--- src/rtl/hdmi_packet_pkg.sv ---
// ============================================================================
// Module   : hdmi_packet_pkg
// Purpose  : Shared widths, constants, packet type codes and the scheduler
//            state type for the HDMI data-island packet path.
// Revision : 1.0 - initial release
// ============================================================================
`default_nettype none

package hdmi_packet_pkg;

  // Packet geometry (header and subpackets exclude ECC/BCH parity)
  localparam int HEADER_W   = 24;
  localparam int SUBPKT_W   = 56;
  localparam int NUM_SUBPKT = 4;
  localparam int SUB_W      = SUBPKT_W * NUM_SUBPKT;

  // Island timing
  localparam int SLOT_CYCLES        = 32;
  localparam int MAX_ISLAND_PACKETS = 18;

  // Packet type codes (HB0)
  localparam logic [7:0] PKT_TYPE_NULL  = 8'h00;
  localparam logic [7:0] PKT_TYPE_ACR   = 8'h01;
  localparam logic [7:0] PKT_TYPE_AUDIO = 8'h02;
  localparam logic [7:0] PKT_TYPE_AVI   = 8'h82;
  localparam logic [7:0] PKT_TYPE_AIF   = 8'h84;

  localparam logic [HEADER_W-1:0] NULL_HEADER = {16'h0000, PKT_TYPE_NULL};

  typedef enum logic [0:0] {
    ST_IDLE = 1'b0,
    ST_SEND = 1'b1
  } sched_state_t;

endpackage

`default_nettype wire

--- src/rtl/packet_arbiter.sv ---
// ============================================================================
// Module   : packet_arbiter
// Purpose  : Combinational slot arbiter. Unsent mandatory sources win first
//            (lowest index); otherwise round-robin from ptr+1 over requesting
//            sources, excluding mandatory sources already sent this frame.
// Ports    : req       - per-source request
//            sent      - per-source sent-this-frame flag
//            ptr       - round-robin pointer (last round-robin winner)
//            win_idx   - winning source index
//            win_valid - a source won (0 = null packet)
//            win_mand  - the win came from the mandatory stage
// Revision : 1.0 - initial release
// ============================================================================
`default_nettype none

module packet_arbiter #(
  parameter int                 NUM_SRC        = 4,
  parameter logic [NUM_SRC-1:0] MANDATORY_MASK = NUM_SRC'(4'b0001),
  parameter int                 PTR_W          = 2
) (
  input  logic [NUM_SRC-1:0] req,
  input  logic [NUM_SRC-1:0] sent,
  input  logic [PTR_W-1:0]   ptr,
  output logic [PTR_W-1:0]   win_idx,
  output logic               win_valid,
  output logic               win_mand
);

  logic [NUM_SRC-1:0] elig_mand;
  logic [NUM_SRC-1:0] elig_rr;

  assign elig_mand = req & MANDATORY_MASK & ~sent;
  assign elig_rr   = req & ~(MANDATORY_MASK & sent);

  always_comb begin
    int j;
    j         = 0;
    win_idx   = '0;
    win_valid = 1'b0;
    win_mand  = 1'b0;
    // Descending scan so the last hit (lowest index) is the winner
    for (int i = NUM_SRC - 1; i >= 0; i--) begin
      if (elig_mand[i]) begin
        win_idx   = PTR_W'(i);
        win_valid = 1'b1;
        win_mand  = 1'b1;
      end
    end
    if (!win_valid) begin
      // Descending distance from the pointer: nearest source after ptr wins
      for (int k = NUM_SRC; k >= 1; k--) begin
        j = (int'(ptr) + k) % NUM_SRC;
        if (elig_rr[j]) begin
          win_idx   = PTR_W'(j);
          win_valid = 1'b1;
        end
      end
    end
  end

endmodule

`default_nettype wire

--- src/rtl/packet_scheduler.sv ---
// ============================================================================
// Module   : packet_scheduler
// Purpose  : Fills each 32-cycle data-island slot with a granted source
//            packet or a null packet, tracks mandatory once-per-frame
//            sources, and flags overlapping islands.
// Ports    : clk_pixel, reset_n (async, active-low)
//            frame_start, island_start, island_packets - timing inputs
//            req, src_header, src_sub - per-source packet requests
//            grant - one-hot pulse in the cycle a source's packet is latched
//            pkt_valid, pkt_first, pkt_header, pkt_sub - slot output
//            missed, overlap_err - sticky status
// Option   : PACKET_SCHED_STATS_EN adds null_count[7:0] (null slots in the
//            previous frame, saturating at 255).
// Revision : 1.0 - initial release
// ============================================================================
`default_nettype none

module packet_scheduler
  import hdmi_packet_pkg::*;
#(
  parameter int                 NUM_SRC        = 4,
  parameter logic [NUM_SRC-1:0] MANDATORY_MASK = NUM_SRC'(4'b0001)
) (
  input  logic                        clk_pixel,
  input  logic                        reset_n,
  input  logic                        frame_start,
  input  logic                        island_start,
  input  logic [4:0]                  island_packets,
  input  logic [NUM_SRC-1:0]          req,
  input  logic [NUM_SRC*HEADER_W-1:0] src_header,
  input  logic [NUM_SRC*SUB_W-1:0]    src_sub,
  output logic [NUM_SRC-1:0]          grant,
  output logic                        pkt_valid,
  output logic                        pkt_first,
  output logic [HEADER_W-1:0]         pkt_header,
  output logic [SUB_W-1:0]            pkt_sub,
  output logic [NUM_SRC-1:0]          missed,
  output logic                        overlap_err
`ifdef PACKET_SCHED_STATS_EN
  ,
  output logic [7:0]                  null_count
`endif
);

  localparam int PTR_W = (NUM_SRC > 1) ? $clog2(NUM_SRC) : 1;

  sched_state_t       state, state_nxt;
  logic [4:0]         slot_cnt;
  logic [4:0]         pkts_left;
  logic [4:0]         island_n;
  logic [NUM_SRC-1:0] sent;
  logic [PTR_W-1:0]   rr_ptr;
  logic [PTR_W-1:0]   win_idx;
  logic               win_valid;
  logic               win_mand;
  logic               slot_last;
  logic               start_ok;
  logic               arb_fire;

  assign slot_last = (slot_cnt == 5'(SLOT_CYCLES - 1));
  assign start_ok  = island_start && (island_packets != 5'd0);
  assign island_n  = (island_packets > 5'(MAX_ISLAND_PACKETS)) ?
                     5'(MAX_ISLAND_PACKETS) : island_packets;

  packet_arbiter #(
    .NUM_SRC        (NUM_SRC),
    .MANDATORY_MASK (MANDATORY_MASK),
    .PTR_W          (PTR_W)
  ) u_arbiter (
    .req       (req),
    .sent      (sent),
    .ptr       (rr_ptr),
    .win_idx   (win_idx),
    .win_valid (win_valid),
    .win_mand  (win_mand)
  );

  always_ff @(posedge clk_pixel or negedge reset_n) begin
    if (!reset_n) state <= ST_IDLE;
    else          state <= state_nxt;
  end

  // Next state and slot-boundary arbitration strobe
  always_comb begin
    state_nxt = state;
    arb_fire  = 1'b0;
    case (state)
      ST_IDLE: begin
        if (start_ok) begin
          state_nxt = ST_SEND;
          arb_fire  = 1'b1;
        end
      end
      ST_SEND: begin
        if (slot_last) begin
          if (pkts_left > 5'd1) arb_fire  = 1'b1;
          else                  state_nxt = ST_IDLE;
        end
      end
      default: state_nxt = ST_IDLE;
    endcase
  end

  always_comb begin
    grant = '0;
    if (arb_fire && win_valid) grant[win_idx] = 1'b1;
  end

  always_ff @(posedge clk_pixel or negedge reset_n) begin
    if (!reset_n) begin
      pkt_valid   <= 1'b0;
      pkt_first   <= 1'b0;
      pkt_header  <= '0;
      pkt_sub     <= '0;
      slot_cnt    <= '0;
      pkts_left   <= '0;
      rr_ptr      <= '0;
      sent        <= '0;
      missed      <= '0;
      overlap_err <= 1'b0;
    end else begin
      pkt_first <= 1'b0;
      if (arb_fire) begin
        pkt_valid <= 1'b1;
        pkt_first <= 1'b1;
        slot_cnt  <= '0;
        pkts_left <= (state == ST_IDLE) ? island_n : pkts_left - 5'd1;
        if (win_valid) begin
          pkt_header <= src_header[win_idx*HEADER_W +: HEADER_W];
          pkt_sub    <= src_sub[win_idx*SUB_W +: SUB_W];
          if (!win_mand) rr_ptr <= win_idx;
        end else begin
          pkt_header <= NULL_HEADER;
          pkt_sub    <= '0;
        end
      end else if (state == ST_SEND) begin
        slot_cnt <= slot_cnt + 5'd1;
        // Only the final slot reaches its last cycle without arb_fire
        if (slot_last) pkt_valid <= 1'b0;
      end

      if (island_start && (state == ST_SEND)) overlap_err <= 1'b1;

      // A grant in the frame_start cycle counts as sent before the check
      if (frame_start) begin
        missed <= missed | (MANDATORY_MASK & ~(sent | grant));
        sent   <= '0;
      end else begin
        sent   <= sent | grant;
      end
    end
  end

`ifdef PACKET_SCHED_STATS_EN
  logic [7:0] null_cnt;
  logic       null_slot;

  assign null_slot = arb_fire && !win_valid;

  always_ff @(posedge clk_pixel or negedge reset_n) begin
    if (!reset_n) begin
      null_cnt   <= '0;
      null_count <= '0;
    end else if (frame_start) begin
      null_count <= null_cnt;
      null_cnt   <= null_slot ? 8'd1 : 8'd0;
    end else if (null_slot && (null_cnt != 8'hFF)) begin
      null_cnt   <= null_cnt + 8'd1;
    end
  end
`endif

endmodule

`default_nettype wire
--- config.mk ---
export PLATFORM = sky130hd
export DESIGN_NAME = packet_scheduler
export DESIGN_NICKNAME = d
export VERILOG_FILES = /design/src/rtl/hdmi_packet_pkg.sv /design/src/rtl/packet_arbiter.sv /design/src/rtl/packet_scheduler.sv
export SDC_FILE = /design/constraint.sdc
export NUM_CORES = 1
export LEC_CHECK = 0
export CAP_MARGIN = 10
export CORE_AREA = 2 2 499 501
export CTS_CLUSTER_SIZE = 25
export DETAILED_ROUTE_END_ITERATION = 12
export DIE_AREA = 0 0 501 503
export GPL_TIMING_DRIVEN = 0
export PLACE_DENSITY = 0.3
export SYNTH_ARGS = -nofsm -noshare
export SYNTH_HDL_FRONTEND = slang
export SYNTH_SLANG_ARGS = --single-unit
--- constraint.sdc ---
create_clock -name clk_pixel -period 3.2 [get_ports clk_pixel]
set_clock_uncertainty 0.1 [all_clocks]
set_input_delay 0.64 -clock clk_pixel [delete_from_list [all_inputs] [get_ports clk_pixel]]
set_output_delay 0.64 -clock clk_pixel [all_outputs]
set_load 0.03 [all_outputs]
==> metrics.md, run 1 <==
| Metric | Value |
|---|---|
| Outcome | finished, final reports clean |
| CTS Buf Count | 44 |
| Async SR Flop Fraction | 1.000 |
| Worst hold-check path type | in2async |
| Share of layout cells above drive strength 1 | 0.1514 |
| Final Max Slew Viols | 0 |
| Cell with the most instances after synthesis | a22oi_1 |
| Total power | 24.34 mW |
| Core Region | 0.2471 mm^2 |
| Syn avg cell area | 10.64 um^2 |
| Initial Utilization | 0.06657 |
| R2R Setup Slk | 120 ps |
| Crit path max fanout | 4 |
| Via/cell ratio | 3.378 |
| Worst vdd ir | 335.0 uV |
| Top post-synthesis cells by area | dfrtp_1 40%, a22oi_2 15%, a22oi_1 14% |
| Leading area contributor after synthesis | dfrtp_1 |
| WL/cell | 33.10 um |
| DRC viols | 0 |
| Startpoint type of the worst setup path | register |
| CTS tree | built |
| Simple-gate portion of the synthesized area | 0.01293 |
| # H-tree levels | 2 |
| Met1 Resource Use GR | 0.1620 |
| Root buffer cell | clkbuf_16 |
| Crit path arrival time | 2430 ps |
| Sink Count | 266 |
| GR Util met3 | 0.06356 |
| Grt ovf | 0 |
| Syn. warnings | 0 |
| Die width | 501 um |
| Tmin final | 3175 ps |
| CP endpoint kind | output pin |
| PwrDens | 691.8 mW/mm^2 |
| GRT Total Usage | 0.1548 |
| Gate Count Post-Synth | 1546 |
| Slew margin rel. | 0.2519 |
| CP required | 2460 ps |
| Fin nets | 3881 |
| Post-DRT Antenna Nets | 0 |
| Final setup viols | 0 |
| Unrepaired setup endpoints after global routing | true |
| Setup CP Type | reg2out |
| Leak | 12.30 nW |
| Sequential share of the synthesized area | 0.4047 |
| Post-synthesis adder-cell area fraction | 0.003043 |
| Fin area | 0.03519 mm^2 |
| HPWL after detailed placement | 176800 um |
| Reg2reg path depth | 7 |
| Drt pass-1 iters | 5 |
| Vias in the first global route | 21710 |
| Max Cap Violations | 0 |
| Area post-placement | 0.03328 mm^2 |
| Gr busiest metal | met2 |
| Final-report hold violation count | 0 |
| Synth top area share | 0.4047 |
| Main combinational cell family by area after synthesis | compound AO/OA/AOI/OAI gates |
| First-pass GRT wire length | 250400 um |
| Worst-Skew Late Latency | 660 ps |
| Ys flop type | dfrtp_1 |
| Mapped Area | 0.01645 mm^2 |
| Crit Reg-Reg Startpoint | rr_ptr[1]$_DFFE_PN0P_ |
| Row cnt | 183 |
| CTS max path bufs | 3 |
| Synth Area in XOR/XNOR | 0.0005325 |
| Layout Cells excl Fill | 6167 |
| Unique masters post-synth | 49 |
| Compound-Gate Fraction of Synth Area | 0.5099 |
| Critical R2R Capture | pkt_sub[97]$_DFFE_PN0P_ |
| Die height | 503 um |
| Post-synth top cells | 296 x a22oi_1, 266 x dfrtp_1, 250 x a22o_1 |
| Gp weighted congestion | 0.8548 |
| Inst Count DP | 6052 |
| Area growth from synthesis to layout | 113.9% |
| Slew at the pin closest to its max-slew limit | 1122 ps |
| Final worst-path cycle share | 0.9921 |
| Num ports | 1264 |
| Routed wire length | 204100 um |
| Final core occ | 0.1424 |
| Largest net degree at the start of global routing | 85 |
| Yosys reg bits | 266 |
| Clock-pin transition on the worst setup and hold timing paths | 70 ps |
| Max Fclk | 0.3150 GHz |
| Post-synth EDFFs | 0 |
| Initial antenna violation count | 178 |
| DR iter-0 viols | 1204 |
| Port Buffer Count | 1259 |
| DR vias | 20840 |
| Proportion of synthesized area in mux cells | 0.001369 |
| Die ar. | 0.2520 mm^2 |
| Routing usage on met2 | 0.2853 |
-- how the worst max path moves through the flow --
stage	start	to	cells past startpoint
6_report	slot_cnt[0]$_DFFE_PN0P_	grant[3]	10
5_1_grt	slot_cnt[0]$_DFFE_PN0P_	grant[3]	10
4_1_cts	slot_cnt[1]$_DFFE_PN0P_	grant[1]	10
3_5_place_dp	req[2]	pkt_sub[58]$_DFFE_PN0P_	7
3_3_place_gp	reset_n	pkt_sub[124]$_DFFE_PN0P_	1
2_1_floorplan	slot_cnt[0]$_DFFE_PN0P_	grant[1]	9
-- power by group --
group	total, mW	internal, mW	switching, mW	leakage (nW)
Combinational	13.3	5.56	7.75	8.18
Clock	5.37	3.14	2.23	0.738
Sequential	5.66	4.73	0.930	3.39
Total	24.3	13.4	10.9	12.3
-- routing by layer --
metal	up-vias	share of wire
li1	9029	-
met5	-	0.0031
met2	1264	0.51
met3	330	0.10
met1	10110	0.36
met4	100	0.027
-- layout by cell type, fill, tap and decap left out, types with 24 or more instances in the layout --
cell and count:
buf_6 28, clkdlybuf4s50_1 1254, a22oi_2 204, dfrtp_1 266, clkbuf_16 44, buf_4 50
o21ai_0 41, a22oi_1 292, buf_2 47, diode_2 24, clkbuf_1 71, a22o_1 250
o21ai_1 209
-- state kept, by name (all words and copies together) (netlist names) --
name and cells:
pkts_left 5, missed 1, state 1, pkt_sub 224
slot_cnt 5, pkt_header 24, sent 1, pkt_valid 1
overlap_err 1, rr_ptr 2, pkt_first 1
-- logic make-up (layout without fill, tap and decap cells) --
kind of cell	after synthesis	after routing
DFF	266	266
xor gates and xnor gates	1	1
buffers and inverters	203	1561
and+or+nand+nor	43	43
muxes	2	2
adders and majority gates	4	4
AOI/OAI and AO/OA	1026	1026
other	1	27
-- worst max-delay path, stage by stage (launching register included) --
cell     delay, ps
dfrtp_1        380
ha_2           190
and3_4         180
ha_4           160
nand2_4         70
a21oi_4         40
o21ai_4        270
buf_12         180
inv_12          40
and2_4         130
buf_6          130
-- timing repair --
item	4_1_cts	5_1_grt
hold buffers	1	0
hold endpoints to repair	42	0
pin swaps	5	3
gates resized for setup	96	4
endpoints found under the setup margin	228	4
setup buffers	11	3
-- layout make-up --
class | instances | area, um^2
Tap cell | 3237 | 4050
Clock inverter | 22 | 295.3
Sequential cell | 266 | 6656
Timing Repair Buffer | 1282 | 12910
Fill cell | 28030 | 211900
Clock buffer | 58 | 1204
Antenna cell | 24 | 60.06
Inverter | 5 | 31.28
Buffer | 194 | 1151
Multi-Input combinational cell | 1079 | 8830
-- stage by stage --
stage               worst slack, ps   TNS, ps  hold slack [ps]
global placement             -13960  -3950290            344.6
floorplan                     195.5         0            244.4
CTS                          -55.75    -86.66            327.5
finish                        25.29         0            355.8
detailed placement            -1733   -186620            347.7
global route                 -78.44    -148.8            373.6
Note: power is estimated with default switching activity, not from simulation.
==> inputs of run 2 (changes only) <==
--- a/config.mk
+++ b/config.mk
@@ -5,13 +5,13 @@
 export SDC_FILE = /design/constraint.sdc
 export NUM_CORES = 1
 export LEC_CHECK = 0
-export CAP_MARGIN = 10
 export CORE_AREA = 2 2 499 501
 export CTS_CLUSTER_SIZE = 25
 export DETAILED_ROUTE_END_ITERATION = 12
 export DIE_AREA = 0 0 501 503
 export GPL_TIMING_DRIVEN = 0
 export PLACE_DENSITY = 0.3
+export SKIP_CTS_REPAIR_TIMING = 1
 export SYNTH_ARGS = -nofsm -noshare
 export SYNTH_HDL_FRONTEND = slang
 export SYNTH_SLANG_ARGS = --single-unit
==> run 2 against run 1 <==
  * Register-to-register slack is essentially flat
  * Critical endpoint is now pkt_sub[186]$_DFFE_PN0P_
  * Combinational power is essentially flat
  * Clock-buffer cell count is the same
  * First-iteration DRC count is essentially flat
  * Power shrank 0.48%
  * Critical path depth shrank 2
  * Highest routed layer unchanged
  * Worst hold slack gained 1.3 ps
==> metrics.md, run 2 (synthesized netlist as in run 1, its figures left out) <==
| Metric | Value |
|---|---|
| Largest net degree at the start of global routing | 85 (unchanged) |
| Sink Count | 266 (unchanged) |
| DRC viols | 0 (unchanged) |
| HPWL after detailed placement | 176500 um (-0.18%) |
| Pint | 13.33 mW (-0.68%) |
| Area growth from synthesis to layout | 113.6% |
| Core Region | 0.2471 mm^2 (unchanged) |
| Seq pwr share | 0.234 (about the same) |
| Biggest register | pkt_sub |
| WL/cell | 33.08 um (about the same) |
| DR iter-0 viols | 1203 (-0.083%) |
| Routed wire length | 204000 um (about the same) |
| Reg2reg path depth | 7 (unchanged) |
| # H-tree levels | 2 (unchanged) |
| Final worst-path cycle share | 0.9985 (+0.006381) |
| Unrepaired setup endpoints after global routing | true |
| Max Cap Violations | 0 (unchanged) |
| Most frequent cells in the layout | 1254 x clkdlybuf4s50_1, 292 x a22oi_1, 266 x dfrtp_1, 250 x a22o_1, 209 x o21ai_1 |
| Slew at the pin closest to its max-slew limit | 1160 ps (+37.59 ps) |
| DR vias | 20930 (+0.47%) |
| Max Fclk | 0.3130 GHz (-0.64%) |
| Hold slack final | 357.1 ps (+1.341 ps) |
| Fin nets | 3878 (-0.077%) |
| Final Max Slew Viols | 0 (unchanged) |
| Slew margin rel. | 0.2268 (-0.02506) |
| Sw Ratio | 0.4495 (+0.001129) |
| Die ar. | 0.2520 mm^2 (unchanged) |
| Setup CP Type | in2reg |
| Die height | 503 um (unchanged) |
| PwrDens | 689.7 mW/mm^2 (-0.30%) |
| Crit path max fanout | 10 (+6) |
| Inst Count DP | 6048 (-0.066%) |
| Die width | 501 um (unchanged) |
| Vias in the first global route | 21690 (-0.097%) |
| Leak | 12.26 nW (-0.30%) |
| CP endpoint kind | register |
| Num ports | 1264 (unchanged) |
| Share of layout cells above drive strength 1 | 0.1532 (+0.001826) |
| GRT Total Usage | 0.1549 (+0.0001691) |
| Max reg flops | 224 (unchanged) |
| Worst hold-check path type | reg2reg |
| Port Buffer Count | 1259 (unchanged) |
| CP required | 3670 ps (+1210 ps) |
| Clock-pin transition on the worst setup and hold timing paths | 60 ps (about the same) |
| Root buffer cell | clkbuf_16 |
| Final setup viols | 0 (unchanged) |
| Commonest non-fill, non-tap cell in the layout | clkdlybuf4s50_1 |
| Outcome | finished, final reports clean |
| CTS Buf Count | 43 (-2.3%) |
| Biggest regs | pkt_sub: 224 flops, pkt_header: 24 flops |
| Layout Cells excl Fill | 6167 (unchanged) |
| CTS tree | built |
| Row cnt | 183 (unchanged) |
| Initial Utilization | 0.06657 (unchanged) |
| Worst-Skew Late Latency | 640 ps (-20 ps) |
| Drt pass-1 iters | 5 (unchanged) |
| Tmin final | 3195 ps (+20.42 ps) |
| Gp weighted congestion | 0.8548 (unchanged) |
| Grt ovf | 0 (unchanged) |
| Clk pwr share | 0.219 (-0.002) |
| CTS max path bufs | 3 (unchanged) |
| First-pass GRT wire length | 250500 um (about the same) |
| Final-report hold violation count | 0 (unchanged) |
| Combinational share of power | 0.547 (about the same) |
| Worst vdd ir | 340.4 uV (+1.6%) |
| Initial antenna violation count | 169 (-5.1%) |
| Startpoint type of the worst setup path | primary input |
| Hold depth | 1 |
| Crit path arrival time | 3670 ps (+1240 ps) |
| Post-DRT Antenna Nets | 0 (unchanged) |
| Net switching power | 10.89 mW (-0.23%) |
| Final core occ | 0.1422 (-0.0002530) |
| Via/cell ratio | 3.394 (+0.47%) |
[run 2: cell types whose count changed in the layout (fill, tap and decap cells not counted), moves of 3 or more]
cell        before  now
clkinvlp_4       2    6
buf_4           50   40
clkbuf_8         5   11
buf_8            5    2
clkbuf_4         3   13
clkbuf_1        71   63
[run 2: metal layers]
layer  routed length [um]  vias up  track usage
met5                  559        -            0
met1                74040    10230       0.1626
met3                19690      335      0.06206
li1                     -     9018            -
met2               102600     1267       0.2842
met4                 7145       86      0.04076
[run 2: power groups by stage]
stage | Combinational, mW | Clock (mW) | Sequential [mW]
global route | 14.0 | 5.64 | 5.85
detailed placement | 13.4 | 0 | 5.70
global placement | 13.4 | 0 | 5.71
floorplan | 3.69 | 0 | 8.04
CTS | 13.4 | 5.60 | 5.69
finish | 13.3 | 5.29 | 5.67
[run 2: cell type report]
type	instances	area (um^2)
Sequential cell	266	6656
Tap cell	3237	4050
Buffer	196	1176
Antenna cell	26	65.06
Fill cell	28020	211900
Multi-Input combinational cell	1079	8818
Inverter	5	26.28
Clock inverter	22	244.0
Clock buffer	58	1264
Timing Repair Buffer	1278	12820
[run 2: path summary, 6_finish.rpt]
path                                       start                  endpoint  slack, ps
setup / recovery                          req[2]  pkt_sub[186]$_DFFE_PN0P_          5
hold / removal             missed[0]$_DFFE_PN0P_     missed[0]$_DFFE_PN0P_        360
setup reg to reg           rr_ptr[1]$_DFFE_PN0P_  pkt_sub[186]$_DFFE_PN0P_        110
hold reg to reg            missed[0]$_DFFE_PN0P_     missed[0]$_DFFE_PN0P_        360
max in group asynchronous                reset_n  pkt_sub[129]$_DFFE_PN0P_       1140
min in group asynchronous                reset_n    pkt_sub[4]$_DFFE_PN0P_        390
[run 2: worst max-delay path: stages]
cell,delay (ps)
clkdlybuf4s50_1,520
or2_1,300
o21ai_2,470
buf_2,670
buf_4,350
a22oi_2,110
o21ai_1,340
a22o_1,210
[run 2: stage by stage]
step	instance area, um^2	total power [mW]	setup WS (ps)	TNS [ps]
2_1_floorplan	16450	11.73	195.5	0
3_3_place_gp	33110	19.14	-13960	-3950290
4_1_cts	34720	24.72	-1798	-170640
6_report	35120	24.23	4.865	0
3_5_place_dp	33210	19.09	-1917	-215060
5_1_grt	35090	25.48	-106.7	-381.3
